$ cat src/rtl/dmd_scan_driver_if.sv
// rtl/dmd_scan_driver_if.sv - write/swap and display-drive signals of the dot-matrix scan driver
interface dmd_scan_driver_if;
  logic        wr_en;
  logic [3:0]  wr_row;
  logic [15:0] wr_data;
  logic        swap_req;
  logic        swap_ack;
  logic        frame_start;
  logic [3:0]  dmd_seg;
  logic [15:0] dmd_column;
  logic        DMD_CLR;
  logic        DMD_CLK;

  modport master (
    output wr_en, wr_row, wr_data, swap_req,
    input  swap_ack, frame_start, dmd_seg, dmd_column, DMD_CLR, DMD_CLK
  );

  modport slave (
    input  wr_en, wr_row, wr_data, swap_req,
    output swap_ack, frame_start, dmd_seg, dmd_column, DMD_CLR, DMD_CLK
  );
endinterface

$ cat src/rtl/dmd_scan_driver.sv
// rtl/dmd_scan_driver.sv - double-buffered 16x16 dot-matrix row scanner with tear-free swap
module dmd_scan_driver #(
  parameter int ROW_HOLD  = 1000,
  parameter int BLANK_CYC = 4
) (
  input  logic CLK,
  input  logic RESET,
  dmd_scan_driver_if.slave bus
);

  localparam int CNT_MAX = (ROW_HOLD > BLANK_CYC) ? ROW_HOLD : BLANK_CYC;
  localparam int CW      = $clog2(CNT_MAX + 1);
  localparam logic [CW-1:0] BLANK_LAST = CW'(BLANK_CYC - 1);
  localparam logic [CW-1:0] SHOW_LAST  = CW'(ROW_HOLD - 1);

  typedef enum logic [1:0] {ST_BLANK, ST_LATCH, ST_SHOW} state_t;

  // State registers describe the cycle whose outputs are loaded at the next edge.
  state_t        r_state;
  logic [CW-1:0] r_cnt;
  logic [3:0]    r_row;
  logic          r_sel;
  logic          r_pending;
  logic          r_fresh;
  logic [15:0]   r_buf [2][16];

  logic [3:0]    r_seg;
  logic [15:0]   r_col;
  logic          r_clr;
  logic          r_clk;
  logic          r_ack;
  logic          r_fs;

  logic          w_frame_edge;
  logic          w_swap;
  logic [15:0]   w_front_row;

  // The first frame after reset has no preceding row 15, so it never swaps.
  assign w_frame_edge = (r_state == ST_BLANK) && (r_cnt == '0) && (r_row == 4'd0) && !r_fresh;
  assign w_swap       = w_frame_edge && (r_pending || bus.swap_req);

  // On a swap the new front is the old back, including a write landing this same edge.
  always_comb begin
    w_front_row = r_buf[r_sel][r_row];
    if (w_swap) begin
      w_front_row = r_buf[~r_sel][r_row];
      if (bus.wr_en && (bus.wr_row == r_row)) begin
        w_front_row = bus.wr_data;
      end
    end
  end

  always_ff @(posedge CLK) begin
    if (RESET) begin
      r_state   <= ST_BLANK;
      r_cnt     <= '0;
      r_row     <= 4'd0;
      r_sel     <= 1'b0;
      r_pending <= 1'b0;
      r_fresh   <= 1'b1;
      r_seg     <= 4'd0;
      r_col     <= 16'd0;
      r_clr     <= 1'b1;
      r_clk     <= 1'b0;
      r_ack     <= 1'b0;
      r_fs      <= 1'b0;
      for (int b = 0; b < 2; b++) begin
        for (int i = 0; i < 16; i++) begin
          r_buf[b][i] <= 16'd0;
        end
      end
    end else begin
      r_fresh <= 1'b0;
      r_ack   <= w_swap;
      r_fs    <= 1'b0;

      if (bus.wr_en) begin
        r_buf[~r_sel][bus.wr_row] <= bus.wr_data;
      end

      if (w_swap) begin
        r_sel     <= ~r_sel;
        r_pending <= 1'b0;
      end else if (bus.swap_req) begin
        r_pending <= 1'b1;
      end

      case (r_state)
        ST_BLANK: begin
          r_clr <= 1'b1;
          r_clk <= 1'b0;
          if (r_cnt == '0) begin
            r_seg <= r_row;
            r_col <= w_front_row;
            r_fs  <= (r_row == 4'd0);
          end
          if (r_cnt == BLANK_LAST) begin
            r_state <= ST_LATCH;
            r_cnt   <= '0;
          end else begin
            r_cnt <= r_cnt + CW'(1);
          end
        end
        ST_LATCH: begin
          r_clr   <= 1'b1;
          r_clk   <= 1'b1;
          r_state <= ST_SHOW;
          r_cnt   <= '0;
        end
        ST_SHOW: begin
          r_clr <= 1'b0;
          r_clk <= 1'b0;
          if (r_cnt == SHOW_LAST) begin
            r_state <= ST_BLANK;
            r_cnt   <= '0;
            r_row   <= r_row + 4'd1;
          end else begin
            r_cnt <= r_cnt + CW'(1);
          end
        end
        default: begin
          r_state <= ST_BLANK;
          r_cnt   <= '0;
        end
      endcase
    end
  end

  assign bus.dmd_seg     = r_seg;
  assign bus.dmd_column  = r_col;
  assign bus.DMD_CLR     = r_clr;
  assign bus.DMD_CLK     = r_clk;
  assign bus.swap_ack    = r_ack;
  assign bus.frame_start = r_fs;

endmodule
$ cat src/flat_wrapper.sv
// flat-port wrapper written by rule: the top's interface ports become plain ports
module dmd_scan_driver_flat 
#(
  parameter int ROW_HOLD  = 1000,
  parameter int BLANK_CYC = 4
)
  (CLK, RESET, bus_wr_en, bus_wr_row, bus_wr_data, bus_swap_req, bus_swap_ack, bus_frame_start, bus_dmd_seg, bus_dmd_column, bus_DMD_CLR, bus_DMD_CLK);
  dmd_scan_driver_if bus_i ();
  input  logic CLK;
  input  logic RESET;
  input wire logic [$bits(bus_i.wr_en)-1:0] bus_wr_en;
  input wire logic [$bits(bus_i.wr_row)-1:0] bus_wr_row;
  input wire logic [$bits(bus_i.wr_data)-1:0] bus_wr_data;
  input wire logic [$bits(bus_i.swap_req)-1:0] bus_swap_req;
  output wire logic [$bits(bus_i.swap_ack)-1:0] bus_swap_ack;
  output wire logic [$bits(bus_i.frame_start)-1:0] bus_frame_start;
  output wire logic [$bits(bus_i.dmd_seg)-1:0] bus_dmd_seg;
  output wire logic [$bits(bus_i.dmd_column)-1:0] bus_dmd_column;
  output wire logic [$bits(bus_i.DMD_CLR)-1:0] bus_DMD_CLR;
  output wire logic [$bits(bus_i.DMD_CLK)-1:0] bus_DMD_CLK;
  assign bus_i.wr_en = bus_wr_en;
  assign bus_i.wr_row = bus_wr_row;
  assign bus_i.wr_data = bus_wr_data;
  assign bus_i.swap_req = bus_swap_req;
  assign bus_swap_ack = bus_i.swap_ack;
  assign bus_frame_start = bus_i.frame_start;
  assign bus_dmd_seg = bus_i.dmd_seg;
  assign bus_dmd_column = bus_i.dmd_column;
  assign bus_DMD_CLR = bus_i.DMD_CLR;
  assign bus_DMD_CLK = bus_i.DMD_CLK;
  dmd_scan_driver #(.ROW_HOLD(ROW_HOLD), .BLANK_CYC(BLANK_CYC)) u_core (.CLK(CLK), .RESET(RESET), .bus(bus_i));
endmodule
$ cat config.mk
export PLATFORM = sky130hd
export DESIGN_NAME = dmd_scan_driver_flat
export DESIGN_NICKNAME = d
export VERILOG_FILES = /design/src/rtl/dmd_scan_driver_if.sv /design/src/rtl/dmd_scan_driver.sv /design/src/flat_wrapper.sv
export SDC_FILE = /design/constraint.sdc
export NUM_CORES = 1
export LEC_CHECK = 0
export ABC_AREA = 0
export CAP_MARGIN = 40
export CORE_MARGIN = 8
export CORE_UTILIZATION = 55
export CTS_CLUSTER_DIAMETER = 120
export DETAILED_ROUTE_END_ITERATION = 12
export GPL_ROUTABILITY_DRIVEN = 0
export PLACE_DENSITY = 0.78
export SETUP_SLACK_MARGIN = 0.05
export SYNTH_ARGS = -nofsm -noshare
export SYNTH_HDL_FRONTEND = slang
export SYNTH_SLANG_ARGS = --single-unit
$ cat constraint.sdc
create_clock -name CLK -period 3.9 [get_ports CLK]
set_clock_uncertainty 0.05 [all_clocks]
set_input_delay 0.39 -clock CLK [delete_from_list [all_inputs] [get_ports CLK]]
set_output_delay 0.39 -clock CLK [all_outputs]
set_load 0.01 [all_outputs]
# Word-level counts from Yosys, hierarchy flattened
# Memories as Yosys holds them, arrays and structs flattened. A register that Yosys moved wholly into a read port is not among the register bits.
# Cells that the tools add are included.
totals:
  mem_count: 1
  word_cells: 79
  ram_bits: 512
  inputBits: 24
  out_inout_bits: 24
  ff_bits: 43
memory_table:
  columns: ["memory", "depth", "word_bits", "read_ports", "rd_ports_with_merged_regs", "wr", "line", "text"]
  rows:
  - ["u_core.r_buf", 2, 256, 2, 1, 2, "dmd_scan_driver.sv:25", "logic [15:0] r_buf [2][16];"]
op_classes:
  reduce_logical: 21
  order_cmp: 3
  muxes: 28
  bitwise: 5
  addsub: 2
  n_eq_ne: 7
op_table:
  columns: ["cell", "count"]
  rows:
  - ["$mux 256", 3]
  - ["$reduce_or 256->1", 1]
  - ["$bmux 16 s4", 2]
  - ["$mux 16", 7]
  - ["$demux 16 s4", 1]
  - ["$mux 10", 2]
  - ["$pmux 10 s2", 1]
  - ["$add 10x1->10 const B", 1]
  - ["$eq 10x10->1 const B", 1]
  - ["$eq 10x2->1 const B", 1]
  - ["$ge 5x5->1 const B", 2]
  - ["$logic_not 10->1", 1]
  - ["$not 4->5", 2]
  - ["$mux 1", 7]
  - ["$logic_and 1x1->1", 6]
  - ["$pmux 2 s3", 1]
  - ["$reduce_and 2->1", 3]
  - ["$reduce_or 2->1", 3]
  - ["$lt 5x1->1 const B", 1]
  - ["$add 4x1->4 const B", 1]
  - ["$eq 4x4->1", 1]
  - ["$logic_not 4->1", 1]
  - ["$mux 2", 2]
  - ["$pmux 1 s2", 2]
  - ["10 further kinds", 13]

# Logic depth before layout (Yosys ltp)
# Gate-level depths: netlist (run 1).
depth:
  word_depth: 8
  depth_mapped: 12
  ltp_nobuf: 7

# Worst setup path before layout (run 1)
# Ideal clock, no wire load.
synth_timing:
  path_kind: "input -> register"
  start: "input RESET"
  end: "memory u_core.r_buf[0][100] (netlist bit) (enable)"
  slack_ns: 0.806
  arrival_time_ns: 2.632
  path_buffers: 3
  path_stages: 7
  setup_time_ns: 0.411
  required_time_ns: 3.439
  path_cell_list: "buf_2 -> nor2b_2 -> nand2_1 -> or2_2 -> clkbuf_1 -> clkbuf_1 -> o21ai_0"
synth_rtl:
  columns: ["item", "line", "text"]
  rows:
  - ["from (decl)", "flat_wrapper.sv:10", "input logic RESET;"]
  - ["to (decl)", "dmd_scan_driver.sv:25", null]

==> flow_summary.json, run 1 <==
{
  "start_util_pct": 55.6,
  "synth_ff_type": "edfxtp_1",
  "grt_pass1_vias": 16258,
  "setup_tns_ps": 0,
  "worstSetupStartpointType": "register",
  "period_needed_ps": 2960,
  "required_ps": 4150,
  "cts_buffers": 56,
  "tritoncts": "yes",
  "design.die.area_mm2": 0.0542,
  "antenna_found_initial": 0,
  "ys_ff_latch": 556,
  "drv_cap": 0,
  "synth_top_family_by_area": "multiplexers",
  "rsz0062_at_grt": "false",
  "critPathMaxFanout": 18,
  "post_cts_resized": 0,
  "post-route-period-util_pct": 75.8,
  "syn_area_per_cell_um2": 15.5,
  "first_pass_iters": 8,
  "htreeDepth": 2,
  "coreArea_mm2": 0.0465,
  "power.density_mw_per_mm2": 487,
  "finalHoldViolCount": 0,
  "grt.overflow.total": 0,
  "slew_viol_final": 0,
  "final_cells": 2372,
  "clock-root-buffer": "clkbuf_16",
  "postRouteAntennaNets": 0,
  "p_leak_nw": 9.76,
  "dieHeight_um": 233,
  "vias": 16246,
  "grt.total_usage_pct": 26.5,
  "yosys_warnings": 0,
  "drt_iter0_drc": 2286,
  "place_area_mm2": 0.0272,
  "area_delta_synth_final_pct": 12.6,
  "syn_inst": 1662,
  "nFillCells": 3288,
  "dp.cells": 2267,
  "yosysUniqueCellTypes": 66,
  "finalSetupViolCount": 0,
  "yosysSeqAreaShare_pct": 62.9,
  "die_x_um": 233,
  "cts_sinks": 556,
  "drive_gt1_share_pct": 23.1,
  "netlist_area_mm2": 0.0258,
  "cts.clk_slew.worst_paths_ps": 60,
  "drc_errors": 0,
  "routed_via_density": 6.85,
  "ys_async_sr_fraction_pct": 0,
  "finish.net_count": 1746,
  "tightest_slew_ps": 910,
  "outcome": "complete, no violations",
  "dp_hpwl_um": 46500,
  "utilization_pct": 62.6,
  "muxShareOfSynthArea_pct": 17.6,
  "clockBufferDepth": 3,
  "min_path_type": "reg2reg",
  "ff2ff_setup_slack_ps": 940,
  "synth-simple-area-share_pct": 11.3,
  "io_buffers": 47,
  "drt-wirelength-per-cell_um": 30.1,
  "grt_first_pass_wirelength_um": 106000,
  "synth_edf_count": 512,
  "rows": 79,
  "synth_compound_area_share_pct": 4.53,
  "synthAdderAreaFrac_pct": 0.194,
  "clock_latency_ps": 610,
  "syn-num-nets": 1690,
  "final_area_mm2": 0.0291,
  "cts_setup_buffers": 0,
  "critPathKind": "reg2reg",
  "io_pins": 48,
  "grt_max_degree": 98,
  "postCtsHoldBufs": 0,
  "fmax_mhz": 338,
  "drt-total-wl_um": 71400,
  "synth-xor-area-share_pct": 0.543,
  "cp-end-kind": "register",
  "relSlewSlack_pct": 38.8,
  "crit_arrival_ps": 3210,
  "vdd_drop_max_v": 0.000342
}
==> Yosys cell counts, types with 3 or more instances <==
master | n | area share (%)
a22oi_1 | 25 | 0.73
buf_4 | 24 | 0.70
mux4_2 | 175 | 15
nor3_1 | 78 | 1.5
mux2i_1 | 42 | 1.6
o22ai_1 | 9 | 0.22
xor2_1 | 5 | 0.17
nand2_1 | 58 | 0.84
xnor2_1 | 11 | 0.37
and2_1 | 226 | 5.5
a32oi_1 | 4 | 0.14
clkbuf_1 | 85 | 1.2
o32ai_1 | 4 | 0.14
ha_1 | 4 | 0.19
buf_2 | 20 | 0.39
a22o_1 | 3 | 0.10
buf_1 | 6 | 0.087
nor2_1 | 65 | 0.94
o221ai_1 | 3 | 0.10
and3_1 | 8 | 0.19
nand2b_1 | 9 | 0.22
edfxtp_1 | 512 | 60
a211oi_1 | 29 | 0.84
nand4_1 | 7 | 0.17
nand3_1 | 25 | 0.48
a31oi_1 | 3 | 0.073
o31ai_1 | 5 | 0.15
o21ai_0 | 24 | 0.47
nor2b_1 | 11 | 0.27
a311oi_1 | 4 | 0.14
clkinv_1 | 4 | 0.058
buf_6 | 6 | 0.26
nor4_1 | 9 | 0.22
or3_1 | 6 | 0.15
or2_2 | 5 | 0.12
inv_1 | 8 | 0.12
a21oi_1 | 46 | 0.89
mux2_2 | 14 | 0.61
o211ai_1 | 4 | 0.12
dfxtp_1 | 44 | 3.4
==> area by class of cell <==
cell class	instances	area (µm²)	area share, %
Inverter	12	45.0	0.155
Tap cell	607	759	2.61
Multi-Input combinational cell	952	8920	30.7
Timing Repair Buffer	140	1220	4.19
Clock inverter	37	395	1.36
Antenna cell	1	2.50	0.00860
Clock buffer	67	1480	5.10
Sequential cell	556	16300	55.9
==> flip-flops by register name (all words and copies together), names as in the netlist, named ones only <==
name,count
u_core.bus.frame_start,1
u_core.bus.dmd_seg,4
u_core.r_row,4
u_core.bus.swap_ack,1
u_core.r_cnt,10
u_core.r_buf,512
u_core.bus.DMD_CLK,1
u_core.r_state,2
u_core.bus.dmd_column,16
u_core.r_pending,1
u_core.r_sel,1
u_core.bus.DMD_CLR,1
u_core.r_fresh,1
==> where the power goes <==
part | total (mW) | leakage (nW) | switching (mW) | internal (mW)
combinational | 1.57 | 3.32 | 0.885 | 0.682
sequential | 7.06 | 5.52 | 0.201 | 6.86
clock | 5.54 | 0.926 | 2.26 | 3.29
total | 14.2 | 9.76 | 3.34 | 10.8
==> logic make-up after synthesis <==
| family | count (synthesis) |
|---|---|
| AO/OA/AOI/OAI | 176 |
| XOR/XNOR | 16 |
| adder cells (fa/ha/maj) | 4 |
| buffers and inverters | 154 |
| flip-flops | 556 |
| multiplexers | 232 |
| AND/OR/NAND/NOR | 524 |
==> cells in the final DEF, fill, tap and decap left out, types with 6 or more instances in the layout <==
master / instances
clkbuf_1: 8
clkdlybuf4s50_1: 47
or3_1: 6
nor3_1: 78
nand4_1: 7
xnor2_1: 11
nor2_1: 62
bufinv_16: 9
mux2i_1: 42
nand2b_1: 9
mux4_2: 175
dfxtp_1: 40
nand3_1: 25
inv_1: 7
buf_4: 89
a22oi_1: 25
nor2b_1: 11
o21ai_2: 20
o22ai_1: 9
nand2_1: 58
clkbuf_16: 57
nor4_1: 9
edfxtp_1: 512
and2_1: 226
mux2_2: 14
a21oi_1: 44
clkinv_1: 19
and3_1: 8
clkinv_2: 13
a211oi_1: 29
==> path summary, 6_finish.rpt <==
check | from | to | cells past startpoint
max | u_core.r_sel | u_core.r_buf[0][35] | 4
min | u_core.bus.dmd_seg[3] | u_core.bus.dmd_seg[3] | 2
max reg2reg | u_core.r_sel | u_core.r_buf[0][35] | 4
min reg2reg | u_core.bus.dmd_seg[3] | u_core.bus.dmd_seg[3] | 2
==> per-layer routing <==
metal / global-route usage (%) / up-vias / routed length, µm
met5: 0 / - / 0
met1: 35.8 / 8176 / 26000
met3: 6.53 / 237 / 9050
met4: 11.2 / 0 / 3320
li1: - / 6629 / -
met2: 40.9 / 1204 / 33000
==> critical path, cell delays in order (launching register included) <==
cell	delay [ps]
dfxtp_2	710
and2_1	530
nand2_1	490
o21ai_1	550
buf_4	300
==> through the flow <==
stage | total power [mW] | hold WS [ps] | setup slack [ps]
after floorplan | 8.10 | 368 | 806
after global placement | 8.66 | 404 | 735
after detailed placement | 8.72 | 413 | 673
after CTS | 14.2 | 421 | 973
after global routing | 14.5 | 436 | 780
final | 14.2 | 425 | 945
(Power assumes the default switching activity.)
==> inputs of run 2 (changes only) <==
==> constraint.sdc (replaced) <==
create_clock -name CLK -period 2.9 [get_ports CLK]
set_clock_uncertainty 0.05 [all_clocks]
set_input_delay 0.29 -clock CLK [delete_from_list [all_inputs] [get_ports CLK]]
set_output_delay 0.29 -clock CLK [all_outputs]
set_load 0.01 [all_outputs]
==> flow_summary.json, run 2 (synthesized netlist as in run 1, its figures left out) <==
{
  "design.die.area_mm2": 0.0542,
  "nFillCells": 3244,
  "post-route-period-util_pct": 90.0,
  "cts_buffers": 56,
  "post_cts_resized": 0,
  "worst-path-buf-inv": 1,
  "register_area_mm2": 0.0163,
  "final_area_mm2": 0.0295,
  "preCtsSetupSlack_ps": 112,
  "vdd_drop_max_v": 0.000577,
  "clockBufferDepth": 3,
  "period_needed_ps": 2610,
  "outcome": "complete, no violations",
  "routed_via_density": 6.75,
  "io_pins": 48,
  "drt_iter0_drc": 2626,
  "postCtsHoldBufs": 0,
  "max_stage_delay_ps": 600,
  "crit_family": "compound AO/OA/AOI/OAI gates",
  "multi_input_area_mm2": 0.00892,
  "final_cells": 2426,
  "top_register": "u_core.r_buf",
  "p_leak_nw": 10.0,
  "worstSetupStartpointType": "register",
  "final_common_cell": "edfxtp_1",
  "holdWs_ps": 356,
  "coreArea_mm2": 0.0465,
  "drt-wirelength-per-cell_um": 30.1,
  "rsz0062_at_grt": "false",
  "grt_pass1_vias": 16371,
  "first_pass_iters": 7,
  "drv_cap": 0,
  "finalSetupViolCount": 0,
  "antenna_cells": 0,
  "clock_latency_ps": 620,
  "postRouteAntennaNets": 0,
  "crit_arrival_ps": 3040,
  "htreeDepth": 2,
  "start_util_pct": 55.6,
  "drc_errors": 0,
  "drt-total-wl_um": 73100,
  "clock-root-buffer": "clkbuf_16",
  "area_delta_synth_final_pct": 14.4,
  "dieHeight_um": 233,
  "min_path_type": "in2reg",
  "tightest_slew_ps": 953,
  "cts_sinks": 556,
  "fmax_mhz": 383,
  "grt.overflow.total": 0,
  "finalHoldViolCount": 0,
  "setup_tns_ps": 0,
  "slowest_stage": "a22oi_1",
  "grt.total_usage_pct": 27.1,
  "power.density_mw_per_mm2": 632,
  "worst_slack_ps": 291,
  "antenna_found_initial": 1,
  "finish.net_count": 1801,
  "dp.cells": 2322,
  "cts_setup_buffers": 0,
  "vias": 16385,
  "die_x_um": 233,
  "final_cell_mix": "edfxtp_1, and2_1, mux4_2",
  "tritoncts": "yes",
  "cp-end-kind": "register",
  "relSlewSlack_pct": 36.4,
  "drive_gt1_share_pct": 25.3,
  "cts.clk_slew.worst_paths_ps": 60,
  "slew_viol_final": 0,
  "place_area_mm2": 0.0278,
  "critPathKind": "reg2reg",
  "dp_hpwl_um": 49200,
  "largest_reg_flops": 512,
  "required_ps": 3330,
  "grt_first_pass_wirelength_um": 108000,
  "rows": 79,
  "grt_max_degree": 58,
  "crit_chain": "buf_12 -> mux4_2 -> a22oi_1 -> a21oi_1 -> nor4_1 -> a211oi_1",
  "io_buffers": 47,
  "critPathMaxFanout": 40
}
[run 2: changes by cell type in the layout (fill, tap and decap cells not counted)]
| cell | change |
|---|---|
| buf_4 | +38 |
| buf_12 | +14 |
| bufinv_16 | -6 |
| buf_6 | +3 |
| clkbuf_1 | +3 |
| inv_6 | +2 |
| clkinv_1 | -1 |
| clkinv_4 | +1 |
| clkinvlp_4 | +1 |
| diode_2 | -1 |
[run 2: cell type report]
| class | instances | area share (%) |
|---|---|---|
| multi-input combinational | 952 | 30.2 |
| timing repair buffer | 195 | 6.15 |
| sequential | 556 | 55.1 |
| tap | 607 | 2.57 |
| clock buffer | 70 | 5.06 |
| inverter | 12 | 0.152 |
| clock inverter | 34 | 0.830 |
[run 2: worst register-to-register path: stages, from the launching register on]
cell and delay (ps):
dfxtp_4 390, buf_12 290, mux4_2 620, a22oi_1 600, a21oi_1 160, nor4_1 290, a211oi_1 70
[run 2: per-stage QoR]
step,power (mW),util (%)
final,18.7,63.6
after global routing,19.1,63.6
after CTS,18.7,63.6
after detailed placement,11.8,59.9
after global placement,11.8,59.8
after floorplan,10.9,-
[run 2: worst paths after layout]
check / start / endpoint / slack (ps) / depth (start not counted)
max: register / u_core.bus.dmd_column[1] / 290 / 6
max reg2reg: register / u_core.bus.dmd_column[1] / 290 / 6
min reg2reg: u_core.bus.dmd_seg[1] / u_core.bus.dmd_seg[1] / 410 / 2
min: bus_swap_req / u_core.r_pending / 360 / 3
[run 2: power by group]
part           internal (mW)  leakage, nW  switching (mW)
clock network           3.91        0.857            3.02
registers               9.22         5.52           0.239
logic                   1.00         3.66            1.28
total                   14.1         10.0            4.54
[run 2: per-layer routing]
layer,routed length (µm),track usage (%),vias up
met5,0,0,-
met4,3920,13.2,0
met3,8940,6.93,257
met2,34300,42.9,1192
met1,26000,35.0,8203
li1,-,-,6733
